--- config.mk ---
export PLATFORM = sky130hd
export DESIGN_NAME = keccak_round_ctrl_flat
export DESIGN_NICKNAME = d
export VERILOG_FILES = /design/src/rtl/keccak_round_ctrl_if.sv /design/src/rtl/keccak_round_ctrl.sv /design/src/flat_wrapper.sv
export SDC_FILE = /design/constraint.sdc
export NUM_CORES = 1
export LEC_CHECK = 0
export ABC_AREA = 1
export BUFFER_PORTS_ARGS = -buffer_cell sky130_fd_sc_hd__buf_2
export CORE_ASPECT_RATIO = 1.75
export CORE_MARGIN = 2
export CORE_UTILIZATION = 39
export CTS_CLUSTER_SIZE = 12
export DETAILED_ROUTE_END_ITERATION = 7
export PLACE_DENSITY = 0.63
export SETUP_SLACK_MARGIN = 0.1
export SLEW_MARGIN = 20
export SYNTH_ARGS = -nofsm -noshare
export SYNTH_HDL_FRONTEND = slang
export SYNTH_SLANG_ARGS = --single-unit
--- constraint.sdc ---
create_clock -name clk -period 1.5 [get_ports clk]
set_input_delay 0.3 -clock clk [delete_from_list [all_inputs] [get_ports clk]]
set_output_delay 0.3 -clock clk [all_outputs]
set_load 0.005 [all_outputs]
--- src/rtl/keccak_round_ctrl_if.sv ---
// rtl/keccak_round_ctrl_if.sv - request/round/result signals between Keccak round sequencer and its peers
interface keccak_round_ctrl_if;
    logic        in_valid;
    logic        in_ready;
    logic        stall;
    logic        load_en;
    logic        round_en;
    logic [4:0]  round_idx;
    logic        last_round;
    logic [63:0] iota_rc;
    logic        out_valid;
    logic        out_ready;

    modport master (
        output in_valid, stall, out_ready,
        input  in_ready, load_en, round_en, round_idx, last_round, iota_rc, out_valid
    );

    modport slave (
        input  in_valid, stall, out_ready,
        output in_ready, load_en, round_en, round_idx, last_round, iota_rc, out_valid
    );
endinterface

--- src/rtl/keccak_round_ctrl.sv ---
// rtl/keccak_round_ctrl.sv - Keccak-f[1600] round sequencer with 7-lane rc(t) LFSR iota constant generator
module keccak_round_ctrl #(
    parameter int NUM_ROUNDS = 24
) (
    input logic               clk,
    input logic               rst,
    keccak_round_ctrl_if.slave bus
);

    localparam logic [1:0] ST_IDLE  = 2'd0;
    localparam logic [1:0] ST_LOAD  = 2'd1;
    localparam logic [1:0] ST_ROUND = 2'd2;
    localparam logic [1:0] ST_DONE  = 2'd3;

    localparam logic [4:0] LAST_IDX = 5'(NUM_ROUNDS - 1);

    logic [1:0]      state;
    logic [1:0]      state_nxt;
    logic [4:0]      cnt;
    logic [6:0][7:0] lane;
    logic [6:0][7:0] lane_adv;
    logic [6:0][7:0] lane_seed;
    logic            advance;
    logic            restart;

    // One rc(t) step on x^8+x^6+x^5+x^4+1; bit0 is the current rc output.
    function automatic logic [7:0] lfsr_step(input logic [7:0] r);
        return {r[6:0], 1'b0} ^ (r[7] ? 8'h71 : 8'h00);
    endfunction

    function automatic logic [7:0] lfsr_step7(input logic [7:0] r);
        logic [7:0] v;
        v = r;
        for (int i = 0; i < 7; i++) begin
            v = lfsr_step(v);
        end
        return v;
    endfunction

    // Lane j starts j steps ahead, so after r rounds it sits at step j+7r.
    always_comb begin
        for (int j = 0; j < 7; j++) begin
            lane_seed[j] = 8'h01 << j;
            lane_adv[j]  = lfsr_step7(lane[j]);
        end
    end

    assign advance = (state == ST_ROUND) && !bus.stall;
    assign restart = (state == ST_DONE) && bus.out_ready;

    always_comb begin
        state_nxt = state;
        case (state)
            ST_IDLE:  if (bus.in_valid) state_nxt = ST_LOAD;
            ST_LOAD:  state_nxt = ST_ROUND;
            ST_ROUND: if (advance && cnt == LAST_IDX) state_nxt = ST_DONE;
            ST_DONE:  if (bus.out_ready) state_nxt = ST_IDLE;
            default:  state_nxt = ST_IDLE;
        endcase
    end

    // The final round re-seeds immediately so DONE already presents RC[0].
    always_ff @(posedge clk) begin
        if (rst) begin
            state <= ST_IDLE;
            cnt   <= 5'd0;
            lane  <= lane_seed;
        end else begin
            state <= state_nxt;
            if (advance) begin
                if (cnt == LAST_IDX) begin
                    cnt  <= 5'd0;
                    lane <= lane_seed;
                end else begin
                    cnt  <= cnt + 5'd1;
                    lane <= lane_adv;
                end
            end else if (restart) begin
                cnt  <= 5'd0;
                lane <= lane_seed;
            end
        end
    end

    always_comb begin
        bus.iota_rc = 64'd0;
        for (int j = 0; j < 7; j++) begin
            bus.iota_rc[(1 << j) - 1] = lane[j][0];
        end
    end

    assign bus.in_ready   = (state == ST_IDLE);
    assign bus.load_en    = (state == ST_LOAD);
    assign bus.round_en   = advance;
    assign bus.round_idx  = cnt;
    assign bus.last_round = advance && (cnt == LAST_IDX);
    assign bus.out_valid  = (state == ST_DONE);

endmodule

--- src/flat_wrapper.sv ---
// flat-port wrapper written by rule: the top's interface ports become plain ports
module keccak_round_ctrl_flat 
#(
    parameter int NUM_ROUNDS = 24
)
  (clk, rst, bus_in_valid, bus_stall, bus_out_ready, bus_in_ready, bus_load_en, bus_round_en, bus_round_idx, bus_last_round, bus_iota_rc, bus_out_valid);
  keccak_round_ctrl_if bus_i ();
  input logic clk;
  input logic rst;
  input wire logic [$bits(bus_i.in_valid)-1:0] bus_in_valid;
  input wire logic [$bits(bus_i.stall)-1:0] bus_stall;
  input wire logic [$bits(bus_i.out_ready)-1:0] bus_out_ready;
  output wire logic [$bits(bus_i.in_ready)-1:0] bus_in_ready;
  output wire logic [$bits(bus_i.load_en)-1:0] bus_load_en;
  output wire logic [$bits(bus_i.round_en)-1:0] bus_round_en;
  output wire logic [$bits(bus_i.round_idx)-1:0] bus_round_idx;
  output wire logic [$bits(bus_i.last_round)-1:0] bus_last_round;
  output wire logic [$bits(bus_i.iota_rc)-1:0] bus_iota_rc;
  output wire logic [$bits(bus_i.out_valid)-1:0] bus_out_valid;
  assign bus_i.in_valid = bus_in_valid;
  assign bus_i.stall = bus_stall;
  assign bus_i.out_ready = bus_out_ready;
  assign bus_in_ready = bus_i.in_ready;
  assign bus_load_en = bus_i.load_en;
  assign bus_round_en = bus_i.round_en;
  assign bus_round_idx = bus_i.round_idx;
  assign bus_last_round = bus_i.last_round;
  assign bus_iota_rc = bus_i.iota_rc;
  assign bus_out_valid = bus_i.out_valid;
  keccak_round_ctrl #(.NUM_ROUNDS(NUM_ROUNDS)) u_core (.clk(clk), .rst(rst), .bus(bus_i));
endmodule
==> results.txt <==
----------------------------------------------------
[Synth]
  Number of enable flip-flop cells after synthesis ... 0
  Cells after Synth ... 840
  Number of different library cells in the post-synthesis netlist ... 35
  Proportion of register bits with asynchronous set or reset after synthesis ... 0%
  Synth Cell Area ... 5230 sq um
  Register bit total from synthesis ... 63
  Post-synthesis average cell area ... 6.22 sq um
  Seq/Total Area, Yosys ... 24.1%
  Syn. warnings ... 0
  Dominant register cell in the synthesized netlist ... sky130_fd_sc_hd__dfxtp_1

[STA]
  Final setup fails ... 61
  Unrepaired setup endpoints after global routing ... yes
  Final-report hold violation count ... 0
  Slack of the critical path ... -207 ps
  Post-route fraction of the period consumed by the critical path ... 114%
  Minimum clock period after layout ... 1710 ps
  Max Clock Skew ... 7.28 ps
  Setup TNS Final ... -5950 ps
  Fmax ... 0.586 GHz
  Slew Viols, Final ... 0

[Floorplanning]
  Placeable Area ... 13,200 sq um
  Vertical die dimension ... 157 um
  Number of placement rows ... 56
  # IOs ... 79
  Initial cell density of the core ... 39.5%
  Area of the die ... 14,400 sq um
  Chip Width ... 91.5 um

[CTS]
  Clk root buf ... sky130_fd_sc_hd__clkbuf_16
  Clock latency at the later pin of the worst-skew pair ... 330 ps
  Clock sinks ... 63
  Clock transition at the registers of the reported paths ... 50 ps
  TritonCTS clock tree ... done
  Maximum root-to-sink buffer count ... 2
  TritonCTS Buffers ... 9
  Number of H-tree branching levels ... 3

[Cells and area]
  Total inserted antenna cells ... 0
  Total Nets Final ... 960
  Count of placed standard cells in the final layout, fillers left out ... 1,128
  Area Overhead vs Synth ... 39.9%
  Fill cell total of the finished layout ... 1,204
  Ratio of cells with drive above 1 in the final layout ... 35.7%
  Cell area after layout ... 7310 sq um

[Setup path]
  Required @ worst endpoint ... 1720 ps
  Total buffers and inverters traversed by the critical path ... 4
  CP peak stage delay ... 350 ps
  Series of cell instances along the critical path ... ha_4 -> nand2_4 -> nor3_4 -> buf_6 -> nor2_4 -> buf_12 -> buf_4 -> buf_12 -> o21ai_2 -> a21oi_1 -> o21a_1
  Reg-to-reg slack, setup ... -210 ps
  Master of the slowest instance on the critical path ... sky130_fd_sc_hd__dfxtp_2
  Startpoint class of the critical path ... flip-flop
  Worst path most repeated cell ... sky130_fd_sc_hd__buf_12
  Arrival time at the worst endpoint ... 1930 ps
  Maximum fanout along the worst path ... 8
  Critical path's top delay family ... buffers and inverters
  Crit path kind ... reg -> reg
  Setup crit end kind ... flip-flop

[Global route]
  GRT overflow ... 0
  Antenna violations before repair ... 0
  First-pass GRT wire length ... 22.3 mm
  Total Routing Usage GR ... 19.5%
  Via count of the first global-routing pass ... 5,032
  Largest net degree at the start of global routing ... 22

[Routing]
  DR vias/cell ... 4.80
  Routed wire per std cell ... 13.3 um
  Final antenna-violating net count ... 0
  Number of design rule violations left after detail routing ... 1
  TritonRoute pass-1 iters ... 7
  Wire length reported by the detailed router ... 15.0 mm
  DR iter-0 viols ... 230
  Total vias in the final route ... 5,420

[Power and ir drop]
  Worst-case vdd ir drop ... 0.927 mV
  Standby leakage power ... 3.56 nW
  Ratio of total power to cell area ... 1940 nW/um^2

[Hold path]
  Classification of the worst-slack hold path ... in -> reg

[Place]
  Port buffer count ... 21
  Cell total after placement ... 1,070
  Placement Cell Area ... 5790 sq um
  Post-DP HPWL ... 9.34 mm
  Routability-driven placement congestion ratio ... 0.867

[Status]
  Run status ... finished, violations left
  Violations in the final reports ... DRC, setup timing

[Run]
  Number of maximum-capacitance violations ... 0

----------------------------------------------------
cell usage in the layout, fill, tap and decap left out, types with 18 or more instances in the layout:
master                    count
sky130_fd_sc_hd__buf_4       79
sky130_fd_sc_hd__xor2_1      25
sky130_fd_sc_hd__a21oi_2     33
sky130_fd_sc_hd__xnor2_1     23
sky130_fd_sc_hd__buf_12      18
sky130_fd_sc_hd__dfxtp_2     22
sky130_fd_sc_hd__nand3_1     50
sky130_fd_sc_hd__conb_1      57
sky130_fd_sc_hd__dfxtp_1     38
sky130_fd_sc_hd__inv_1       62
sky130_fd_sc_hd__nand2_1    293
sky130_fd_sc_hd__nor2_1      18
sky130_fd_sc_hd__buf_2       20
sky130_fd_sc_hd__nand2_2     45
state kept, by name (all words and copies together) (netlist names):
signal,count
u_core.state,2
u_core.lane,49
u_core.bus.iota_rc,7
u_core.bus.round_idx,5
layout make-up:
class,instances,area [sq um],share of cell area [%]
multi-input cells,656,3760,51.4
repair buffers,137,1350,18.5
flip-flops and latches,63,1300,17.8
clock inverters,2,35.0,0.479
repair inverters,2,27.5,0.377
clock buffers,14,285,3.90
well taps,174,218,2.98
inverters,80,335,4.59
power by group:
group / switching, mW / leakage, nW / internal, mW
clock network: 0.754 / 0.158 / 1.48
registers: 0.441 / 0.522 / 2.05
logic: 5.43 / 2.88 / 4.01
repair_timing:
action                     CTS  global route
setup endpoints to repair   66            68
cloned                       9             1
resized for setup           77           134
setup buffers               22            16
hold buffers                 0             0
pin swaps                   22            37
hold endpoints to repair     0             0
worst reg2reg max path, cell delays in order (launching register included):
cell and delay, ps:
sky130_fd_sc_hd__dfxtp_2 350, sky130_fd_sc_hd__ha_4 150, sky130_fd_sc_hd__nand2_4 60, sky130_fd_sc_hd__nor3_4 160, sky130_fd_sc_hd__buf_6 130, sky130_fd_sc_hd__nor2_4 40, sky130_fd_sc_hd__buf_12 130, sky130_fd_sc_hd__buf_4 140
sky130_fd_sc_hd__buf_12 130, sky130_fd_sc_hd__o21ai_2 50, sky130_fd_sc_hd__a21oi_1 60, sky130_fd_sc_hd__o21a_1 200
cells in the mapped netlist, types with 2 or more instances:
library cell	instances	area [sq um]
sky130_fd_sc_hd__nor2_4	2	22.5
sky130_fd_sc_hd__nand3_1	66	330
sky130_fd_sc_hd__o21ai_0	14	70.1
sky130_fd_sc_hd__a211oi_1	3	22.5
sky130_fd_sc_hd__nand3b_1	2	15.0
sky130_fd_sc_hd__a21oi_2	3	26.3
sky130_fd_sc_hd__inv_1	68	255
sky130_fd_sc_hd__a21oi_1	48	240
sky130_fd_sc_hd__ha_1	6	75.1
sky130_fd_sc_hd__o22ai_1	2	12.5
sky130_fd_sc_hd__xnor2_1	25	219
sky130_fd_sc_hd__xor2_1	28	245
sky130_fd_sc_hd__dfxtp_1	63	1260
sky130_fd_sc_hd__buf_4	69	518
sky130_fd_sc_hd__nand2_2	24	150
sky130_fd_sc_hd__nor2_1	24	90.1
sky130_fd_sc_hd__xnor2_2	2	32.5
sky130_fd_sc_hd__buf_2	14	70.1
sky130_fd_sc_hd__nand2_1	329	1230
sky130_fd_sc_hd__buf_6	8	90.1
sky130_fd_sc_hd__o211ai_1	3	22.5
sky130_fd_sc_hd__o21a_1	7	52.6
sky130_fd_sc_hd__o21ai_1	3	15.0
sky130_fd_sc_hd__clkbuf_1	6	22.5
sky130_fd_sc_hd__inv_2	11	41.3
final timing paths:
check,cells past startpoint,to,from
max,11,u_core.lane[25],u_core.bus.round_idx[1]
min,4,u_core.state[1],rst
max reg2reg,11,u_core.lane[25],u_core.bus.round_idx[1]
min reg2reg,2,u_core.lane[11],u_core.lane[11]
per-layer routing:
| metal | track usage, % | vias up | part of all wire [%] |
|---|---|---|---|
| met5 | 0 | - | 0 |
| li1 | - | 2701 | - |
| met3 | 3.73 | 54 | 3.5 |
| met4 | 13.6 | 0 | 4.7 |
| met1 | 17.6 | 2503 | 35 |
| met2 | 38.1 | 162 | 56 |
kinds of logic after synthesis:
kind of cell | Yosys count | synth area share [%]
AND/OR/NAND/NOR | 453 | 36.1
buffers and inverters | 177 | 19.2
AO/OA/AOI/OAI | 84 | 8.95
flip-flops | 63 | 24.1
XOR/XNOR | 56 | 10.0
adder cells (fa/ha/maj) | 6 | 1.44
other | 1 | 0.0718
stage by stage:
step	setup slack [ps]	hold slack [ps]	utilization, %	total power, mW
2_1_floorplan	24.8	452	-	7.68
3_3_place_gp	-70.5	467	43.7	9.60
3_5_place_dp	-79.0	464	43.7	9.65
4_1_cts	-125	321	51.2	13.1
5_1_grt	-281	384	55.2	15.2
6_report	-207	348	55.2	14.2
(Power assumes the default switching activity.)
